==> src/rtl/fc_relu_ctrl.sv <==
// rtl/fc_relu_ctrl.sv - FC layer sequencer with threshold-ReLU and 2-entry output queue (optional FC_RELU_ZCNT_EN)
module fc_relu_ctrl #(
    parameter int BITWIDTH = 8,
    parameter int LENGTH   = 4,
    parameter int CNT_W    = 16
) (
    input  logic                         clk,
    input  logic                         rstn,
    input  logic                         start,
    input  logic [CNT_W-1:0]             num_vec,
    input  logic [BITWIDTH-1:0]          threshold,
    output logic                         busy,
    output logic                         done,
    input  logic                         in_valid,
    output logic                         in_ready,
    input  logic [BITWIDTH*LENGTH-1:0]   in_data,
    output logic                         out_valid,
    input  logic                         out_ready,
    output logic [BITWIDTH*LENGTH-1:0]   out_data,
    output logic                         out_last
`ifdef FC_RELU_ZCNT_EN
    ,
    output logic [CNT_W+$clog2(LENGTH)-1:0] zero_cnt
`endif
);

    localparam int W = BITWIDTH * LENGTH;

    typedef enum logic [1:0] {S_IDLE, S_RUN, S_DRAIN} state_t;

    state_t                      state;
    logic [CNT_W-1:0]            num_vec_q;
    logic [CNT_W-1:0]            acc_cnt;
    logic [CNT_W-1:0]            acc_next;
    logic signed [BITWIDTH-1:0]  thr_q;
    logic signed [BITWIDTH-1:0]  thr_eff;
    logic                        done_q;

    logic [W-1:0]                q_data [2];
    logic                        q_last [2];
    logic                        wr_ptr;
    logic                        rd_ptr;
    logic [1:0]                  occ;

    logic                        push;
    logic                        pop;
    logic                        last_push;
    logic [W-1:0]                act;

    assign busy      = (state != S_IDLE);
    assign done      = done_q;
    assign in_ready  = (state == S_RUN) && (occ != 2'd2);
    assign out_valid = (occ != 2'd0);
    assign out_data  = out_valid ? q_data[rd_ptr] : '0;
    assign out_last  = out_valid & q_last[rd_ptr];

    assign push      = in_valid && in_ready;
    assign pop       = out_valid && out_ready;
    assign acc_next  = acc_cnt + 1'b1;
    assign last_push = (acc_next == num_vec_q);
    // Negative thresholds clamp to zero so the output is always non-negative.
    assign thr_eff   = thr_q[BITWIDTH-1] ? '0 : thr_q;

`ifdef FC_RELU_ZCNT_EN
    localparam int ZW  = CNT_W + $clog2(LENGTH);
    localparam int ZCW = $clog2(LENGTH + 1);
    logic [ZCW-1:0] zero_hits;
    logic [ZW:0]    zero_sum;
`endif

    always_comb begin
        logic signed [BITWIDTH-1:0] lane;
        act = '0;
`ifdef FC_RELU_ZCNT_EN
        zero_hits = '0;
`endif
        for (int i = 0; i < LENGTH; i++) begin
            lane = in_data[i*BITWIDTH +: BITWIDTH];
            if (lane > thr_eff) begin
                act[i*BITWIDTH +: BITWIDTH] = in_data[i*BITWIDTH +: BITWIDTH];
            end
`ifdef FC_RELU_ZCNT_EN
            else begin
                zero_hits = zero_hits + 1'b1;
            end
`endif
        end
    end

    always_ff @(posedge clk or negedge rstn) begin
        if (!rstn) begin
            state     <= S_IDLE;
            num_vec_q <= '0;
            acc_cnt   <= '0;
            thr_q     <= '0;
            done_q    <= 1'b0;
        end else begin
            done_q <= 1'b0;
            case (state)
                S_IDLE: begin
                    if (start) begin
                        if (num_vec != '0) begin
                            num_vec_q <= num_vec;
                            thr_q     <= threshold;
                            acc_cnt   <= '0;
                            state     <= S_RUN;
                        end else begin
                            done_q <= 1'b1;
                        end
                    end
                end
                S_RUN: begin
                    if (push) begin
                        acc_cnt <= acc_next;
                        if (last_push) begin
                            state <= S_DRAIN;
                        end
                    end
                end
                S_DRAIN: begin
                    if (pop && out_last) begin
                        state  <= S_IDLE;
                        done_q <= 1'b1;
                    end
                end
                default: state <= S_IDLE;
            endcase
        end
    end

    always_ff @(posedge clk or negedge rstn) begin
        if (!rstn) begin
            for (int i = 0; i < 2; i++) begin
                q_data[i] <= '0;
                q_last[i] <= 1'b0;
            end
            wr_ptr <= 1'b0;
            rd_ptr <= 1'b0;
            occ    <= 2'd0;
        end else begin
            if (push) begin
                q_data[wr_ptr] <= act;
                q_last[wr_ptr] <= last_push;
                wr_ptr         <= ~wr_ptr;
            end
            if (pop) begin
                rd_ptr <= ~rd_ptr;
            end
            case ({push, pop})
                2'b10:   occ <= occ + 2'd1;
                2'b01:   occ <= occ - 2'd1;
                default: occ <= occ;
            endcase
        end
    end

`ifdef FC_RELU_ZCNT_EN
    assign zero_sum = {1'b0, zero_cnt} + (ZW+1)'(zero_hits);

    always_ff @(posedge clk or negedge rstn) begin
        if (!rstn) begin
            zero_cnt <= '0;
        end else if (state == S_IDLE && start) begin
            zero_cnt <= '0;
        end else if (push) begin
            zero_cnt <= zero_sum[ZW] ? '1 : zero_sum[ZW-1:0];
        end
    end
`endif

endmodule

==> config.mk <==
export PLATFORM = sky130hd
export DESIGN_NAME = fc_relu_ctrl
export DESIGN_NICKNAME = d
export VERILOG_FILES = /design/src/rtl/fc_relu_ctrl.sv
export SDC_FILE = /design/constraint.sdc
export NUM_CORES = 1
export LEC_CHECK = 0
export BUFFER_PORTS_ARGS = -buffer_cell sky130_fd_sc_hd__buf_4
export CELL_PAD_IN_SITES_DETAIL_PLACEMENT = 1
export CELL_PAD_IN_SITES_GLOBAL_PLACEMENT = 1
export CORE_UTILIZATION = 48
export CTS_CLUSTER_SIZE = 28
export DETAILED_ROUTE_END_ITERATION = 10
export HOLD_SLACK_MARGIN = 0.1
export PLACE_DENSITY = 0.91
export SLEW_MARGIN = 20
export SYNTH_ARGS = -nofsm -noshare
export SYNTH_HDL_FRONTEND = slang
export SYNTH_SLANG_ARGS = --single-unit
export TNS_END_PERCENT = 10
==> constraint.sdc <==
create_clock -name clk -period 5.6 [get_ports clk]
set_input_delay 0.56 -clock clk [delete_from_list [all_inputs] [get_ports clk]]
set_output_delay 0.56 -clock clk [all_outputs]
set_load 0.05 [all_outputs]
### Word-level counts from Yosys, hierarchy flattened

Index checks and enable logic that the tools add are counted.

* register bits: 113
* output and inout bits: 37
* logic and storage cells: 85

* add/subtract/negate cells: 3
* order comparisons: 7
* equal/unequal tests: 11
* mux-type cells: 33
* bitwise logic cells: 5
* reductions and logical operators: 14

Operators with widths (number)
* $mux 32: 5
* $bwmux 64: 1
* $mux 16: 3
* $demux 32 s1: 1
* $gt 8x8->1: 4
* $mux 8: 4
* $pmux 16 s2: 1
* $add 16x1->16 const B: 1
* $eq 16x16->1: 1
* $reduce_bool 16->1: 1
* $ne 2x2->1 const B: 6
* $mux 2: 5
* $reduce_bool 2->1: 4
* $mux 1: 7
* $mux 7: 1
* $pmux 2 s3: 1
* $logic_and 1x1->1: 5
* $reduce_and 5->1: 1
* $eq 2x1->1 const B: 2
* $eq 2x2->1 const B: 2
* $ge 2x2->1 const B: 2
* $not 1->2: 2
* $pmux 2 s2: 1
* $reduce_and 4->1: 1
* other kinds (10): 11

### Longest topological paths before layout

* word-level depth: 8
* depth in mapped cells: 10
* mapped depth without buffers: 8

### Worst setup path after synthesis

No wires, ideal clock.

* kind: register to register
* from: register state[1]
* to: register occ[1]
* setup time: 0.079 ns
* data arrival time: 2.454 ns
* required time: 5.521 ns
* path slack: 3.067 ns
* stages on the path, launching flop included: 10
* path buffers: 3
* clock period less this slack: 2.533 ns
* cells stage by stage: dfrtp_1 > buf_4 > a211oi_2 > and2_1 > buf_4 > inv_2 > clkbuf_1 > ha_1 > nor2_1 > xor2_1

* cells in the longest elaborated chain, start to end: 5

Ends and longest elaborated chain
* start: declaration: RTL line 31 `state_t state;`
* start signal: assignment: RTL line 92 `state <= S_IDLE;`
* start signal: assignment: RTL line 106 `state <= S_RUN;`
* start signal: assignment: RTL line 116 `state <= S_DRAIN;`
* $eq 2x1->1 *: RTL line 52 `assign in_ready = (state == S_RUN) && (occ != 2'd2);`
* $logic_and 1x1->1 *: RTL line 52
* net in_ready: RTL line 15 `output logic in_ready,`
* $logic_and 1x1->1 *: RTL line 57 `assign push = in_valid && in_ready;`
* $eq 2x1->1 or $eq 2x2->1 (tied branches): RTL line 149 `case ({push, pop})`
* $pmux 2 s2 or $reduce_bool 2->1 (tied branches)
* end signal: assignment: RTL line 150 `2'b10: occ <= occ + 2'd1;`
* end signal: assignment: RTL line 151 `2'b01: occ <= occ - 2'd1;`
* end: declaration: RTL line 43 `logic [1:0] occ;`

Mark *: on every way through the listed nets, which the timed path passes. The rest lies on a longest branch.
A chain may end at the register's enable or synchronous reset.

### Worst setup path in the final report

* from: register rd_ptr
* to: output out_data[11]

* cells in the longest elaborated chain, start to end: 5

Ends and longest elaborated chain
* start: declaration: RTL line 42 `logic rd_ptr;`
* start signal: assignment: RTL line 147 `rd_ptr <= ~rd_ptr;`
* $not 1->2 (not written as such): RTL line 54 `assign out_data = out_valid ? q_data[rd_ptr] : '0;`
* $mux 32 (not written as such) (3 in series): RTL line 54
* $mux 32: RTL line 54
* end: declaration: RTL line 19 `output logic [BITWIDTH*LENGTH-1:0] out_data,`

Every way passes these cells. The select of a mux whose other input is x is not followed.

==> out/summary.txt <==
via/cell ratio -> 5.944
CP Max Fanout -> 34
total CTS buffers -> 17
post-synthesis cell area -> 6221 um2
Sink Count -> 113
Finish-stage setup viols -> 0
share of cells above drive strength 1 -> 23.94%
period utilization -> 49.37%
Distinct cells, synth -> 51
clock skew -> 9.600 ps
# H-tree levels -> 4
Worst-Skew Late Latency -> 420 ps
aggregate routed wire length -> 18,760 um
Final Worst Setup Slack -> 2835 ps
# port buffers -> 97
top cell type's share of synthesized area -> 45.45%
post-route cell area -> 7651 um2
CP arrival -> 2200 ps
final hold viol count -> 0
Final ANT Viol Nets -> 0
pwr dens -> 598.9 nW/um2
Slew @ Worst Pin -> 1090 ps
buffer depth of the longest clock path -> 2
Starting Density -> 49.30%
CTS root buf -> clkbuf_16
most common cell in the netlist -> dfrtp_1
first-pass GRT wire length -> 29,780 um
area leader, netlist -> dfrtp_1
Critical Path RT -> 5040 ps
grt ovf -> 0
post-route DRC violation count -> 0
ys async rst share -> 100.0%
row count -> 41
RSZ-0062 raised after global routing -> false
DP Area -> 7025 um2
setup TNS -> 0 ps
largest net degree at the start of global routing -> 67
Core ar. -> 12,620 um2
# diodes -> 0
Hold Path Class -> primary input to async pin
status -> completed
Die Area -> 13,420 um2
Resize count post-CTS -> 0
Layout Nets -> 790
Die X -> 115.8 um
number of synthesis warnings -> 0
CTS Hold Buffers Added -> 0
Pins Over Slew Limit -> 0
dpl hpwl -> 12,230 um
initial antenna violation count -> 0
largest cells by area after synthesis -> dfrtp_1, o31ai_1, ha_1
fin crit period -> 2765 ps
Synth top cells by count -> dfrtp_1, nand2_1, nor2_1
Max Freq -> 361.7 MHz
register area share after synthesis -> 45.45%
drt first pass iters -> 5
Hold WS -> 155.4 ps
maximum vdd drop -> 301.6 uV
CTS clk-pin slew, worst paths -> 60 ps
via count -> 5,243
Worst setup SP type -> register
Die Span Y -> 115.8 um
crit path kind -> register to output pin
DR WL/cell -> 21.27 um
DR iter-0 viols -> 296
GPL Wtd Cong -> 0.9017
P_leak -> 3.615 nW
vias in the first global route -> 5,728
relative slew slack -> 27.36%
Post-CTS Setup Bufs -> 0
fill count -> 1,375
number of synthesized flops with an enable pin -> 0
endpoint class of the critical path -> output pin
synthesized instance count -> 614
#FFs+latches synth -> 113
Global Route Usage Sum -> 29.71%
Setup WS pre-CTS -> 2998 ps
Synth-to-Final Area Change -> 22.99%
Max Cap Viol -> 0
main flop type after synthesis -> dfrtp_1
Syn Nets -> 705
io pins -> 98
CTS tree -> yes
syn avg cell area -> 10.13 um2
## cells by family (layout without fill, tap and decap cells)
family | count (synthesis) | count (layout) | synth area share (%)
mux | 56 | 56 | 9.473
flops | 113 | 113 | 45.45
fa+ha+maj | 30 | 30 | 6.034
simple gates | 210 | 210 | 16.71
compound gates | 131 | 131 | 14.82
buf+inv | 46 | 142 | 3.560
xor+xnor | 28 | 28 | 3.942
## layer usage
layer / vias to the layer above / GRT usage [%] / wire length [um]
met2: 177 / 51.94 / 9547
met1: 2643 / 35.22 / 7717
met4: 0 / 13.93 / 628
met3: 56 / 5.753 / 865
met5: - / 0 / 0
li1: 2367 / - / -
## layout by cell type, fill, tap and decap left out, types with 13 or more instances in the layout
cell       Yosys  routed
dfrtp_1      113     112
buf_4          5     101
nand2_1       82      81
nor2_1        56      54
o31ai_1       52      52
mux2i_1       33      33
ha_1          30      30
mux2_2        23      23
o21ai_0       20      20
clkbuf_16      0      17
xnor2_1       16      16
a22o_1        15      15
a21oi_1       13      13
## per-stage QoR
| stage | power, mW | std cells | utilization [%] |
|---|---|---|---|
| 2_1_floorplan | 2.770 | 614 | - |
| 3_3_place_gp | 3.236 | 852 | 55.67 |
| 3_5_place_dp | 3.374 | 852 | 55.67 |
| 4_1_cts | 4.592 | 882 | 60.59 |
| 5_1_grt | 4.817 | 882 | 60.63 |
| 6_report | 4.582 | 882 | 60.63 |
## flip-flops by register name (all words and copies together) (netlist names)
| name | count |
|---|---|
| rd_ptr | 1 |
| done | 1 |
| occ | 2 |
| acc_cnt | 16 |
| state | 2 |
| thr_q | 8 |
| num_vec_q | 16 |
| wr_ptr | 1 |
| q_last | 2 |
| q_data | 64 |
## power breakdown
part	switching [mW]	internal, mW
logic	1.28	0.737
registers	0.295	1.12
clock network	0.370	0.786
## layout make-up
type                            count  area [um2]  share of cell area [%]
Clock inverter                      5       125.1                   1.635
Clock buffer                       25       495.5                   6.476
Sequential cell                   113        2829                   36.97
Tap cell                          172       215.2                   2.813
Timing Repair Buffer              101       758.2                   9.910
Multi-Input combinational cell    455        3187                   41.65
Inverter                           11       41.29                  0.5397
## worst max-delay path, stage by stage (launching register included)
cell and delay [ps]:
dfrtp_2 1080, mux2i_1 180, nor2_1 260, buf_4 250
## worst paths after layout
path                                    from           end  slack, ps  depth (start not counted)
worst max-delay path                  rd_ptr  out_data[11]       2840                          3
worst min-delay path                    rstn    q_data[34]        160                          1
worst max register to register      state[1]    acc_cnt[3]       2870                          6
worst min register to register      state[0]          done        450                          1
max in group asynchronous               rstn        rd_ptr       4160                          2
min in group clk                threshold[4]      thr_q[4]        380                          2
Note: power is estimated with default switching activity, not from simulation.
